File: config.mk
export PLATFORM = sky130hd
export DESIGN_NAME = hazard_stall_ctrl_flat
export DESIGN_NICKNAME = d
export VERILOG_FILES = /design/src/rtl/hazard_stall_ctrl_if.sv /design/src/rtl/hazard_stall_ctrl.sv /design/src/flat_wrapper.sv
export SDC_FILE = /design/constraint.sdc
export NUM_CORES = 1
export LEC_CHECK = 0
export ABC_CLOCK_PERIOD_IN_PS = 3550
export CORE_ASPECT_RATIO = 0.7
export CORE_UTILIZATION = 62
export DETAILED_ROUTE_END_ITERATION = 16
export DONT_BUFFER_PORTS = 1
export GPL_ROUTABILITY_DRIVEN = 0
export GPL_TIMING_DRIVEN = 0
export PLACE_DENSITY = 0.85
export REMOVE_ABC_BUFFERS = 1
export SLEW_MARGIN = 20
export SYNTH_ARGS = -nofsm -noshare
export SYNTH_HDL_FRONTEND = slang
export SYNTH_SLANG_ARGS = --single-unit
File: constraint.sdc
create_clock -name clk -period 3.55 [get_ports clk]
set_clock_uncertainty 0.15 [all_clocks]
set_input_delay 0.1775 -clock clk [delete_from_list [all_inputs] [get_ports clk]]
set_output_delay 0.1775 -clock clk [all_outputs]
set_load 0.05 [all_outputs]
File: src/rtl/hazard_stall_ctrl_if.sv
`default_nettype none
// ============================================================================
// Module      : hazard_stall_ctrl_if
// Description : Pipeline-to-sequencer signal bundle for hazard_stall_ctrl.
// Revision    : 1.0 - initial release
// ============================================================================
interface hazard_stall_ctrl_if #(
    parameter int PERF_W = 16
);
    logic [4:0]        ID_rs;
    logic [4:0]        ID_rt;
    logic              ID_uses_rt;
    logic              ID_is_mdu;
    logic              ID_reads_hilo;
    logic              ID_EX_MemRead;
    logic [4:0]        ID_EX_rt;
    logic              EX_is_mdu;
    logic              EX_branch_taken;
    logic              pc_write;
    logic              IF_ID_write;
    logic              IF_ID_flush;
    logic              ID_EX_flush;
    logic              mdu_start;
    logic              mdu_busy;
    logic              mdu_done;
    logic [1:0]        stall_reason;
    logic [PERF_W-1:0] stall_cycles;

    // Pipeline side: supplies decode/EX status, consumes the enables.
    modport master (
        output ID_rs, ID_rt, ID_uses_rt, ID_is_mdu, ID_reads_hilo,
               ID_EX_MemRead, ID_EX_rt, EX_is_mdu, EX_branch_taken,
        input  pc_write, IF_ID_write, IF_ID_flush, ID_EX_flush,
               mdu_start, mdu_busy, mdu_done, stall_reason, stall_cycles
    );

    // Controller side.
    modport slave (
        input  ID_rs, ID_rt, ID_uses_rt, ID_is_mdu, ID_reads_hilo,
               ID_EX_MemRead, ID_EX_rt, EX_is_mdu, EX_branch_taken,
        output pc_write, IF_ID_write, IF_ID_flush, ID_EX_flush,
               mdu_start, mdu_busy, mdu_done, stall_reason, stall_cycles
    );
endinterface
`default_nettype wire

File: src/rtl/hazard_stall_ctrl.sv
`default_nettype none
// ============================================================================
// Module      : hazard_stall_ctrl
// Description : Load-use / MDU stall, branch flush and MDU sequencing control.
// Revision    : 1.0 - initial release
// ============================================================================
module hazard_stall_ctrl #(
    parameter int MDU_LATENCY = 32,
    parameter int CNT_W       = 8,
    parameter int PERF_W      = 16
) (
    input  wire logic           clk,
    input  wire logic           rst,
    hazard_stall_ctrl_if.slave  bus
);
    localparam logic [0:0]        S_IDLE     = 1'b0;
    localparam logic [0:0]        S_RUN      = 1'b1;
    localparam logic [CNT_W-1:0]  c_LOAD     = CNT_W'(MDU_LATENCY - 1);
    localparam logic [CNT_W-1:0]  c_ONE      = CNT_W'(1);
    localparam logic [PERF_W-1:0] c_PERF_MAX = '1;

    logic [CNT_W-1:0]  r_cnt;
    logic [CNT_W-1:0]  w_cnt_next;
    logic [0:0]        w_state;
    logic [PERF_W-1:0] r_stall_cycles;

    logic       w_pc_write, w_if_id_write, w_if_id_flush, w_id_ex_flush;
    logic       w_start, w_busy, w_done, w_lu, w_mh, w_stall, w_count;
    logic [1:0] w_reason;

    // The MDU state is implied by the busy counter.
    assign w_state = (r_cnt != '0) ? S_RUN : S_IDLE;

    always_ff @(posedge clk) begin
        if (rst) begin
            r_cnt <= '0;
        end else begin
            r_cnt <= w_cnt_next;
        end
    end

    // A start request while running is ignored: the counter just keeps going.
    always_comb begin
        w_cnt_next = r_cnt;
        case (w_state)
            S_IDLE:  if (bus.EX_is_mdu) w_cnt_next = c_LOAD;
            S_RUN:   w_cnt_next = r_cnt - c_ONE;
            default: w_cnt_next = '0;
        endcase
    end

    always_comb begin
        w_pc_write    = 1'b1;
        w_if_id_write = 1'b1;
        w_if_id_flush = 1'b0;
        w_id_ex_flush = 1'b0;
        w_start       = 1'b0;
        w_busy        = 1'b0;
        w_done        = 1'b0;
        w_lu          = 1'b0;
        w_mh          = 1'b0;
        w_stall       = 1'b0;
        w_count       = 1'b0;
        w_reason      = 2'b00;
        if (!rst) begin
            w_start = (w_state == S_IDLE) && bus.EX_is_mdu;
            w_busy  = w_start || (w_state == S_RUN);
            w_done  = (r_cnt == c_ONE);
            w_lu    = bus.ID_EX_MemRead && (bus.ID_EX_rt != 5'd0) &&
                      ((bus.ID_EX_rt == bus.ID_rs) ||
                       (bus.ID_uses_rt && (bus.ID_EX_rt == bus.ID_rt)));
            w_mh    = w_busy && (bus.ID_is_mdu || bus.ID_reads_hilo);
            w_stall = w_lu || w_mh;
            // A taken branch squashes the stalled instruction anyway.
            if (bus.EX_branch_taken) begin
                w_if_id_flush = 1'b1;
                w_id_ex_flush = 1'b1;
            end else if (w_stall) begin
                w_pc_write    = 1'b0;
                w_if_id_write = 1'b0;
                w_id_ex_flush = 1'b1;
                w_reason      = {w_mh, w_lu};
                w_count       = 1'b1;
            end
        end
    end

    always_ff @(posedge clk) begin
        if (rst) begin
            r_stall_cycles <= '0;
        end else if (w_count && (r_stall_cycles != c_PERF_MAX)) begin
            r_stall_cycles <= r_stall_cycles + PERF_W'(1);
        end
    end

    assign bus.pc_write     = w_pc_write;
    assign bus.IF_ID_write  = w_if_id_write;
    assign bus.IF_ID_flush  = w_if_id_flush;
    assign bus.ID_EX_flush  = w_id_ex_flush;
    assign bus.mdu_start    = w_start;
    assign bus.mdu_busy     = w_busy;
    assign bus.mdu_done     = w_done;
    assign bus.stall_reason = w_reason;
    assign bus.stall_cycles = rst ? '0 : r_stall_cycles;
endmodule
`default_nettype wire

File: src/flat_wrapper.sv
// flat-port wrapper written by rule: the top's interface ports become plain ports
module hazard_stall_ctrl_flat 
#(
    parameter int MDU_LATENCY = 32,
    parameter int CNT_W       = 8,
    parameter int PERF_W      = 16
)
  (clk, rst, bus_ID_rs, bus_ID_rt, bus_ID_uses_rt, bus_ID_is_mdu, bus_ID_reads_hilo, bus_ID_EX_MemRead, bus_ID_EX_rt, bus_EX_is_mdu, bus_EX_branch_taken, bus_pc_write, bus_IF_ID_write, bus_IF_ID_flush, bus_ID_EX_flush, bus_mdu_start, bus_mdu_busy, bus_mdu_done, bus_stall_reason, bus_stall_cycles);
  hazard_stall_ctrl_if #(.PERF_W(PERF_W)) bus_i ();
  input  wire logic clk;
  input  wire logic rst;
  input wire logic [$bits(bus_i.ID_rs)-1:0] bus_ID_rs;
  input wire logic [$bits(bus_i.ID_rt)-1:0] bus_ID_rt;
  input wire logic [$bits(bus_i.ID_uses_rt)-1:0] bus_ID_uses_rt;
  input wire logic [$bits(bus_i.ID_is_mdu)-1:0] bus_ID_is_mdu;
  input wire logic [$bits(bus_i.ID_reads_hilo)-1:0] bus_ID_reads_hilo;
  input wire logic [$bits(bus_i.ID_EX_MemRead)-1:0] bus_ID_EX_MemRead;
  input wire logic [$bits(bus_i.ID_EX_rt)-1:0] bus_ID_EX_rt;
  input wire logic [$bits(bus_i.EX_is_mdu)-1:0] bus_EX_is_mdu;
  input wire logic [$bits(bus_i.EX_branch_taken)-1:0] bus_EX_branch_taken;
  output wire logic [$bits(bus_i.pc_write)-1:0] bus_pc_write;
  output wire logic [$bits(bus_i.IF_ID_write)-1:0] bus_IF_ID_write;
  output wire logic [$bits(bus_i.IF_ID_flush)-1:0] bus_IF_ID_flush;
  output wire logic [$bits(bus_i.ID_EX_flush)-1:0] bus_ID_EX_flush;
  output wire logic [$bits(bus_i.mdu_start)-1:0] bus_mdu_start;
  output wire logic [$bits(bus_i.mdu_busy)-1:0] bus_mdu_busy;
  output wire logic [$bits(bus_i.mdu_done)-1:0] bus_mdu_done;
  output wire logic [$bits(bus_i.stall_reason)-1:0] bus_stall_reason;
  output wire logic [$bits(bus_i.stall_cycles)-1:0] bus_stall_cycles;
  assign bus_i.ID_rs = bus_ID_rs;
  assign bus_i.ID_rt = bus_ID_rt;
  assign bus_i.ID_uses_rt = bus_ID_uses_rt;
  assign bus_i.ID_is_mdu = bus_ID_is_mdu;
  assign bus_i.ID_reads_hilo = bus_ID_reads_hilo;
  assign bus_i.ID_EX_MemRead = bus_ID_EX_MemRead;
  assign bus_i.ID_EX_rt = bus_ID_EX_rt;
  assign bus_i.EX_is_mdu = bus_EX_is_mdu;
  assign bus_i.EX_branch_taken = bus_EX_branch_taken;
  assign bus_pc_write = bus_i.pc_write;
  assign bus_IF_ID_write = bus_i.IF_ID_write;
  assign bus_IF_ID_flush = bus_i.IF_ID_flush;
  assign bus_ID_EX_flush = bus_i.ID_EX_flush;
  assign bus_mdu_start = bus_i.mdu_start;
  assign bus_mdu_busy = bus_i.mdu_busy;
  assign bus_mdu_done = bus_i.mdu_done;
  assign bus_stall_reason = bus_i.stall_reason;
  assign bus_stall_cycles = bus_i.stall_cycles;
  hazard_stall_ctrl #(.MDU_LATENCY(MDU_LATENCY), .CNT_W(CNT_W), .PERF_W(PERF_W)) u_core (.clk(clk), .rst(rst), .bus(bus_i));
endmodule
==> results of run 1 <==
## cell type report
cell class / count / area share
clock buffers: 3 / 0.0142
inverters: 11 / 0.0276
multi-input cells: 143 / 0.618
flip-flops and latches: 24 / 0.303
well taps: 32 / 0.0252
repair buffers: 2 / 0.0126
## synth_stat cells, types with 2 or more instances
master    instances
a21oi_1           3
nor2b_1          10
or4_1             2
or3_1             4
and2_1            3
o21ai_0           4
nand4_1           8
inv_1            10
clkbuf_1          4
nand3_1          11
nor4_1            4
nand2_1           4
xnor2_1           4
xor2_1           10
and3_1            4
buf_1             2
dfxtp_1          24
mux2_2           11
ha_1              4
nor2_1           26
a211oi_1          6
nor3_1            8
## through the flow
| stage | power, mW | hold WS (ps) | util | instance area [um^2] |
|---|---|---|---|---|
| after detailed placement | 0.735 | 104 | 0.685 | 1540 |
| after global placement | 0.710 | 101 | 0.682 | 1530 |
| after CTS | 0.859 | 19.5 | 0.705 | 1580 |
| after floorplan | 0.668 | 96.6 | - | 1490 |
| after global routing | 0.924 | 35.4 | 0.708 | 1590 |
| final | 0.865 | 26.7 | 0.708 | 1590 |
## registers in the layout (all words and copies together), names as in the netlist
signal                 flops
u_core.r_stall_cycles     16
u_core.r_cnt               8
## worst max path at each step
stage | from | to | slack (ps) | cells after the start
global route | u_core.r_cnt[0] | u_core.r_stall_cycles[5] | 7 | 8
detailed placement | u_core.r_cnt[0] | u_core.r_stall_cycles[5] | -20 | 8
CTS | u_core.r_cnt[0] | u_core.r_stall_cycles[5] | 0.9 | 8
finish | u_core.r_cnt[0] | u_core.r_stall_cycles[5] | 150 | 8
floorplan | u_core.r_cnt[0] | u_core.r_stall_cycles[5] | 230 | 8
global placement | u_core.r_cnt[0] | u_core.r_stall_cycles[5] | 40 | 8
## power groups by stage
stage / registers (mW) / logic, mW / clock network (mW)
after floorplan: 0.364 / 0.304 / 0
after global placement: 0.373 / 0.338 / 0
after detailed placement: 0.377 / 0.358 / 0
after CTS: 0.371 / 0.367 / 0.120
after global routing: 0.382 / 0.410 / 0.132
final: 0.374 / 0.373 / 0.117
## routing by layer
layer | track usage | part of all wire | wire (um) | vias to the layer above
met1 | 0.340 | 0.43 | 1500 | 637
li1 | - | - | - | 660
met2 | 0.504 | 0.47 | 1650 | 64
met3 | 0.0866 | 0.086 | 299 | 7
met4 | 0.0727 | 0.011 | 37 | 0
met5 | 0 | 0 | 0 | -
## critical path: stages (launching register included)
cell      delay [ps]
dfxtp_1          450
inv_1            100
ha_1             240
and4b_4          220
nor4_4           660
o21bai_4         340
inv_4            220
or4_1            580
mux2_1           320
## kinds of logic after synthesis
family / count (synthesis)
XOR/XNOR: 14
buffers and inverters: 19
flip-flops: 24
AO/OA/AOI/OAI: 21
adder cells (fa/ha/maj): 4
multiplexers: 12
AND/OR/NAND/NOR: 92
## repair_timing
item / 4_1_cts / 5_1_grt
pin swaps: 1 / 1
hold endpoints to repair: 19 / 0
hold buffers: 2 / 0
cloned: 0 / 0
endpoints found under the setup margin: 1 / 1
gates resized for setup: 1 / 1
==> impl_metrics.json, run 1 <==
{
  "fillCellCount": 196,
  "via_per_inst": 6.36,
  "die_height_um": 43.5,
  "synth_compound_area_frac": 0.0952,
  "status": "finished, final reports clean",
  "timing.rr.start": "u_core.r_cnt[0]",
  "synth_edf_count": 0,
  "clk_latency_ps": 320,
  "rr_endpoint": "u_core.r_stall_cycles[5]",
  "synthAdderAreaFrac": 0.0328,
  "cp-end-kind": "register",
  "min_to": "u_core.r_cnt[3]",
  "synth.top_cells.by_area": "dfxtp_1 32%, mux2_2 8.1%, nor2_1 6.4%",
  "clk_root_buffer_cell": "clkbuf_4",
  "period_share": 0.958,
  "path_clk_slew_ps": 130,
  "seq_area_um2": 480,
  "cts_htree_levels": 1,
  "drt_iter0_markers": 70,
  "yosysTopAreaCell": "dfxtp_1",
  "cp.arrival_ps": 3460,
  "hpwl_um": 2610,
  "combPwrFrac": 0.432,
  "setup_tns_ps": 0,
  "final_cells": 215,
  "drtPass1Iterations": 4,
  "grt_pass1_vias": 1326,
  "cts_tree": "done",
  "period_needed_ps": 3400,
  "area_growth_pct": 4.10,
  "rsz0062_at_grt": "no",
  "synth_xor_area_frac": 0.0804,
  "final_common_cell": "nor2_1",
  "synthMuxAreaShare": 0.0886,
  "async_flop_share": 0,
  "clock_sinks": 24,
  "swShare": 0.426,
  "start_util": 0.680,
  "synth_top_family_by_area": "simple AND/OR/NAND/NOR gates",
  "nets": 212,
  "clkPwrFrac": 0.136,
  "critPathLaunchType": "register",
  "grt_usage": 0.287,
  "pre_cts_slack_ps": -16.9,
  "r2r_cells": 8,
  "drt.antenna.violating_nets": 0,
  "crit_type": "reg2reg",
  "coreArea_um2": 2240,
  "worstHoldPathCells": 2,
  "p_int_uw": 496,
  "yosys_register_bits": 24,
  "setup_viol": 0,
  "final_cell_mix": "26 x nor2_1, 24 x dfxtp_1, 11 x nand3_1, 11 x mux2_2",
  "worst_slack_ps": 149,
  "synth_area_um2": 1530,
  "maxCapViolations": 0,
  "cts_buffers": 3,
  "route.vias.total": 1368,
  "required_ps": 3610,
  "slew_viol_final": 0,
  "slew_headroom": 0.298,
  "placed_cells": 210,
  "yosysSeqAreaShare": 0.315,
  "hold_path.class": "in2reg",
  "diodes": 0,
  "fp.dieW_um": 61.3,
  "wl_per_cell_um": 16.2,
  "path_max_fanout": 12,
  "reg2reg_slack_ps": 150,
  "power_leakage_nw": 0.577,
  "finalHoldViolations": 0,
  "yosys.area_share.simple": 0.338,
  "pin_count": 48,
  "power.switching_uw": 368,
  "hold_start": "bus_EX_is_mdu",
  "cts_buffer_depth": 2,
  "route.detailed.drc": 0,
  "synth_cell_types": 42,
  "share_seq_of_total_power": 0.433,
  "avgSynthCellArea_um2": 8.20,
  "syn_inst": 186,
  "routed_wl_um": 3490,
  "ys_warn_count": 0,
  "synth_ff_type": "dfxtp_1",
  "grt_pass1_wl_um": 5640,
  "synth_top_area_frac": 0.315,
  "worst_slew_pin_slew_ps": 1060,
  "post_cts_buffers": 0,
  "io_buffer_count": 0,
  "multiInputGateArea_um2": 981,
  "antenna_found_initial": 0,
  "grt_max_degree": 25,
  "overflow": 0,
  "power_density_nw_per_um2": 545,
  "rows": 14,
  "drive_gt1_frac": 0.120,
  "fmax_mhz": 294,
  "ir_drop_v": 0.000378,
  "dieArea_um2": 2670
}
Power figures use the tool's default switching activity.
==> run 2: changes to the inputs <==
--- a/config.mk
+++ b/config.mk
@@ -12,7 +12,7 @@
 export DONT_BUFFER_PORTS = 1
 export GPL_ROUTABILITY_DRIVEN = 0
 export GPL_TIMING_DRIVEN = 0
-export PLACE_DENSITY = 0.85
+export PLACE_DENSITY = 0.78
 export REMOVE_ABC_BUFFERS = 1
 export SLEW_MARGIN = 20
 export SYNTH_ARGS = -nofsm -noshare
==> impl_metrics.json, run 2 (same netlist as run 1, synthesis figures left out) <==
{
  "status": "finished, final reports clean",
  "grt_usage": 0.267,
  "critPathLaunchType": "register",
  "via_per_inst": 6.16,
  "hold_path.class": "in2reg",
  "slew_headroom": 0.300,
  "drt.antenna.violating_nets": 0,
  "top_register": "u_core.r_stall_cycles",
  "setup_tns_ps": 0,
  "fillCellCount": 182,
  "slew_viol_final": 0,
  "pin_count": 48,
  "overflow": 0,
  "final_cell_mix": "26 x nor2_1, 24 x dfxtp_1, 11 x nand3_1, 11 x mux2_2",
  "power_density_nw_per_um2": 552,
  "fmax_mhz": 299,
  "clock_sinks": 24,
  "routed_wl_um": 3300,
  "antenna_found_initial": 0,
  "finalHoldViolations": 0,
  "reg_top3": "u_core.r_stall_cycles: 16 flops, u_core.r_cnt: 8 flops",
  "cts_htree_levels": 1,
  "diodes": 0,
  "largest_register_ffs": 16,
  "clk_latency_ps": 320,
  "path_cells": "inv_1, ha_1, and4b_4, nor4_4, o21bai_4, inv_4, or4_1, mux2_1",
  "die_height_um": 43.5,
  "rows": 14,
  "path_clk_slew_ps": 130,
  "route.vias.total": 1331,
  "drive_gt1_frac": 0.125,
  "path_max_fanout": 12,
  "final_common_cell": "nor2_1",
  "wl_per_cell_um": 15.3,
  "required_ps": 3620,
  "total_power_uw": 885,
  "crit_type": "reg2reg",
  "grt_pass1_wl_um": 5250,
  "ir_drop_v": 0.000413,
  "area_growth_pct": 5.00,
  "maxCapViolations": 0,
  "drtPass1Iterations": 4,
  "period_share": 0.943,
  "cp.arrival_ps": 3420,
  "period_needed_ps": 3350,
  "reg2reg_slack_ps": 200,
  "nets": 212,
  "cts_buffer_depth": 2,
  "hold_slack_ps": 125,
  "grt_max_degree": 25,
  "clk_root_buffer_cell": "clkbuf_4",
  "route.detailed.drc": 0,
  "worst_slew_pin_slew_ps": 1050,
  "drt_iter0_markers": 60,
  "fp.dieW_um": 61.3,
  "grt_pass1_vias": 1206,
  "critPathMaxStageDelay_ps": 650,
  "setup_viol": 0,
  "hpwl_um": 2450,
  "cts_tree": "done",
  "io_buffer_count": 0,
  "final_util": 0.714,
  "cts_buffers": 3,
  "cp-end-kind": "register",
  "coreArea_um2": 2240,
  "start_util": 0.680,
  "post_cts_buffers": 0,
  "rsz0062_at_grt": "no",
  "slowest_stage": "nor4_4",
  "dieArea_um2": 2670,
  "power_leakage_nw": 0.584
}
-- run 2: cell types whose count changed in the layout (fill, tap and decap cells not counted), sizes merged --
cell	change
clkbuf	+1
-- run 2: cell type report --
cell class              instances  area, um^2  area share
repair buffers                  2        20.0      0.0125
flip-flops and latches         24         480       0.300
multi-input cells             143         981       0.612
inverters                      11        43.8      0.0273
well taps                      32        40.0      0.0250
clock buffers                   4        36.3      0.0227
-- run 2: timing repair --
item                                    4_1_cts  5_1_grt
endpoints found under the setup margin        1        1
hold buffers                                  2        0
hold endpoints to repair                     19        0
pin swaps                                     1        1
resized for setup                             1        1
-- run 2: power by group --
group,leakage (nW),switching (mW),internal (mW)
logic,0.367,0.225,0.142
clock network,0.0210,0.0827,0.0628
registers,0.195,0.0585,0.314
total,0.584,0.366,0.519
-- run 2: per-layer routing --
layer / track usage / vias up / wire length [um]
met1: 0.361 / 613 / 1530
li1: - / 661 / -
met5: 0 / - / 0
met4: 0.0409 / 0 / 23
met2: 0.433 / 52 / 1480
met3: 0.0776 / 5 / 263
-- run 2: worst paths after layout --
check             cells after the start                       from                   endpoint
setup / recovery                      8            u_core.r_cnt[0]   u_core.r_stall_cycles[5]
hold / removal                        3                        rst  u_core.r_stall_cycles[15]
setup reg to reg                      8            u_core.r_cnt[0]   u_core.r_stall_cycles[5]
hold reg to reg                       1  u_core.r_stall_cycles[15]  u_core.r_stall_cycles[15]
-- run 2: critical path, delay by kind of cell, from the launching register on --
family,cells,cell delay (ps)
and+or+nand+nor,3,1430
DFF,1,450
AOI/OAI and AO/OA,1,340
buffers and inverters,2,320
muxes,1,310
adders and majority gates,1,230
-- run 2: through the flow --
| step | worst slack (ps) | instances | instance area [um^2] |
|---|---|---|---|
| after global routing | 55.2 | 216 | 1600 |
| after floorplan | 228 | 178 | 1490 |
| after CTS | 47.0 | 216 | 1590 |
| after global placement | 49.3 | 210 | 1530 |
| final | 201 | 216 | 1600 |
| after detailed placement | 3.13 | 210 | 1540 |
==> run 3: changes to the inputs <==
--- a/config.mk
+++ b/config.mk
@@ -7,6 +7,7 @@
 export LEC_CHECK = 0
 export ABC_CLOCK_PERIOD_IN_PS = 3550
 export CORE_ASPECT_RATIO = 0.7
+export CORE_MARGIN = 1
 export CORE_UTILIZATION = 62
 export DETAILED_ROUTE_END_ITERATION = 16
 export DONT_BUFFER_PORTS = 1
==> constraint.sdc (replaced) <==
create_clock -name clk -period 3.55 [get_ports clk]
set_clock_uncertainty 0.15 [all_clocks]
set_input_delay 0.71 -clock clk [delete_from_list [all_inputs] [get_ports clk]]
set_output_delay 0.71 -clock clk [all_outputs]
set_load 0.05 [all_outputs]
==> impl_metrics.json, run 3 (same netlist as run 1, synthesis figures left out) <==
{
  "pin_count": 48,
  "cp.arrival_ps": 2540,
  "pre_cts_slack_ps": 3.13,
  "diodes": 0,
  "drt_iter0_markers": 75,
  "route.detailed.drc": 0,
  "slew_headroom": 0.304,
  "antenna_found_initial": 0,
  "fin_area_um2": 1580,
  "area_growth_pct": 3.69,
  "timing.rr.start": "u_core.r_cnt[0]",
  "rsz0062_at_grt": "no",
  "period_needed_ps": 3400,
  "final_common_cell": "nor2_1",
  "required_ps": 2690,
  "grt_usage": 0.256,
  "total_power_uw": 878,
  "worst_slack_ps": 151,
  "overflow": 0,
  "path_clk_slew_ps": 140,
  "die_height_um": 43.5,
  "io_buffer_count": 0,
  "setup_tns_ps": 0,
  "maxCapViolations": 0,
  "wl_per_cell_um": 14.9,
  "setup_viol": 0,
  "cp-end-kind": "output pin",
  "rows": 14,
  "coreArea_um2": 2240,
  "cts_buffers": 3,
  "fmax_mhz": 294,
  "ir_drop_v": 0.000411,
  "grt_pass1_vias": 1173,
  "drtPass1Iterations": 5,
  "drive_gt1_frac": 0.126,
  "grt_max_degree": 43,
  "fp.dieW_um": 61.3,
  "critPathMaxStageDelay_ps": 650,
  "finalHoldViolations": 0,
  "hold_path.class": "in2reg",
  "hold_start": "rst",
  "startpoint": "u_core.r_cnt[0]",
  "clk_root_buffer_cell": "clkbuf_4",
  "critPathLaunchType": "register",
  "worst-path-buf-inv": 2,
  "worst_slew_pin_slew_ps": 1040,
  "via_per_inst": 6.16,
  "start_util": 0.680,
  "crit_type": "reg2out",
  "status": "finished, final reports clean",
  "power_leakage_nw": 0.575,
  "hpwl_um": 2450,
  "cts_htree_levels": 1,
  "dpl_cell_area_um2": 1540,
  "dieArea_um2": 2670,
  "crit_family": "simple AND/OR/NAND/NOR gates",
  "nets": 210,
  "largest_register_ffs": 16,
  "final_util": 0.705,
  "grt_pass1_wl_um": 5070,
  "reg_top3": "u_core.r_stall_cycles: 16 flops, u_core.r_cnt: 8 flops",
  "clock_sinks": 24,
  "cts_buffer_depth": 2,
  "power_density_nw_per_um2": 555,
  "post_cts_buffers": 0,
  "fillCellCount": 184,
  "period_share": 0.957,
  "final_cell_mix": "26 x nor2_1, 24 x dfxtp_1, 11 x nand3_1, 11 x mux2_2",
  "slowest_stage": "nor4_4",
  "cts_tree": "done",
  "path_max_fanout": 12,
  "top_register": "u_core.r_stall_cycles",
  "path_cells": "inv_1, ha_1, and4b_4, nor4_4, o21bai_4, inv_4",
  "slew_viol_final": 0,
  "route.vias.total": 1318,
  "clk_latency_ps": 320,
  "drt.antenna.violating_nets": 0,
  "routed_wl_um": 3190
}
## run 3: routing by layer
layer	routed length, um	vias up	GRT usage
li1	-	657	-
met1	1460	604	0.341
met2	1480	53	0.417
met3	226	4	0.0776
met4	22	0	0.0409
met5	0	-	0
## run 3: through the flow
step | std cells | hold WS, ps
final | 214 | 287
after global routing | 214 | 255
after CTS | 214 | 283
after detailed placement | 210 | 359
after global placement | 210 | 350
after floorplan | 178 | 320
## run 3: path summary, 6_finish.rpt
| kind | slack (ps) | cells past startpoint | endpoint |
|---|---|---|---|
| worst max-delay path | 150 | 6 | bus_IF_ID_write |
| worst min-delay path | 290 | 1 | u_core.r_stall_cycles[12] |
| worst max register to register | 190 | 8 | u_core.r_stall_cycles[5] |
| worst min register to register | 380 | 1 | u_core.r_stall_cycles[15] |
## run 3: layout make-up
cell class	instances	area [um^2]	area share
multi-input cells	143	981	0.620
well taps	32	40.0	0.0253
clock buffers	4	36.3	0.0229
flip-flops and latches	24	480	0.304
inverters	11	43.8	0.0277
## run 3: report_power, final
part           switching (mW)  leakage [nW]  total, mW  internal (mW)
clock network          0.0828        0.0210      0.146         0.0628
logic                   0.220         0.359      0.360          0.140
registers              0.0582         0.195      0.372          0.314
total                   0.361         0.575      0.878          0.517
## run 3: repair_timing
| action | CTS | global route |
|---|---|---|
| hold buffers | 0 | 0 |
| cloned | 0 | 0 |
| endpoints found under the setup margin | 3 | 3 |
| pin swaps | 1 | 1 |
| resized for setup | 1 | 1 |
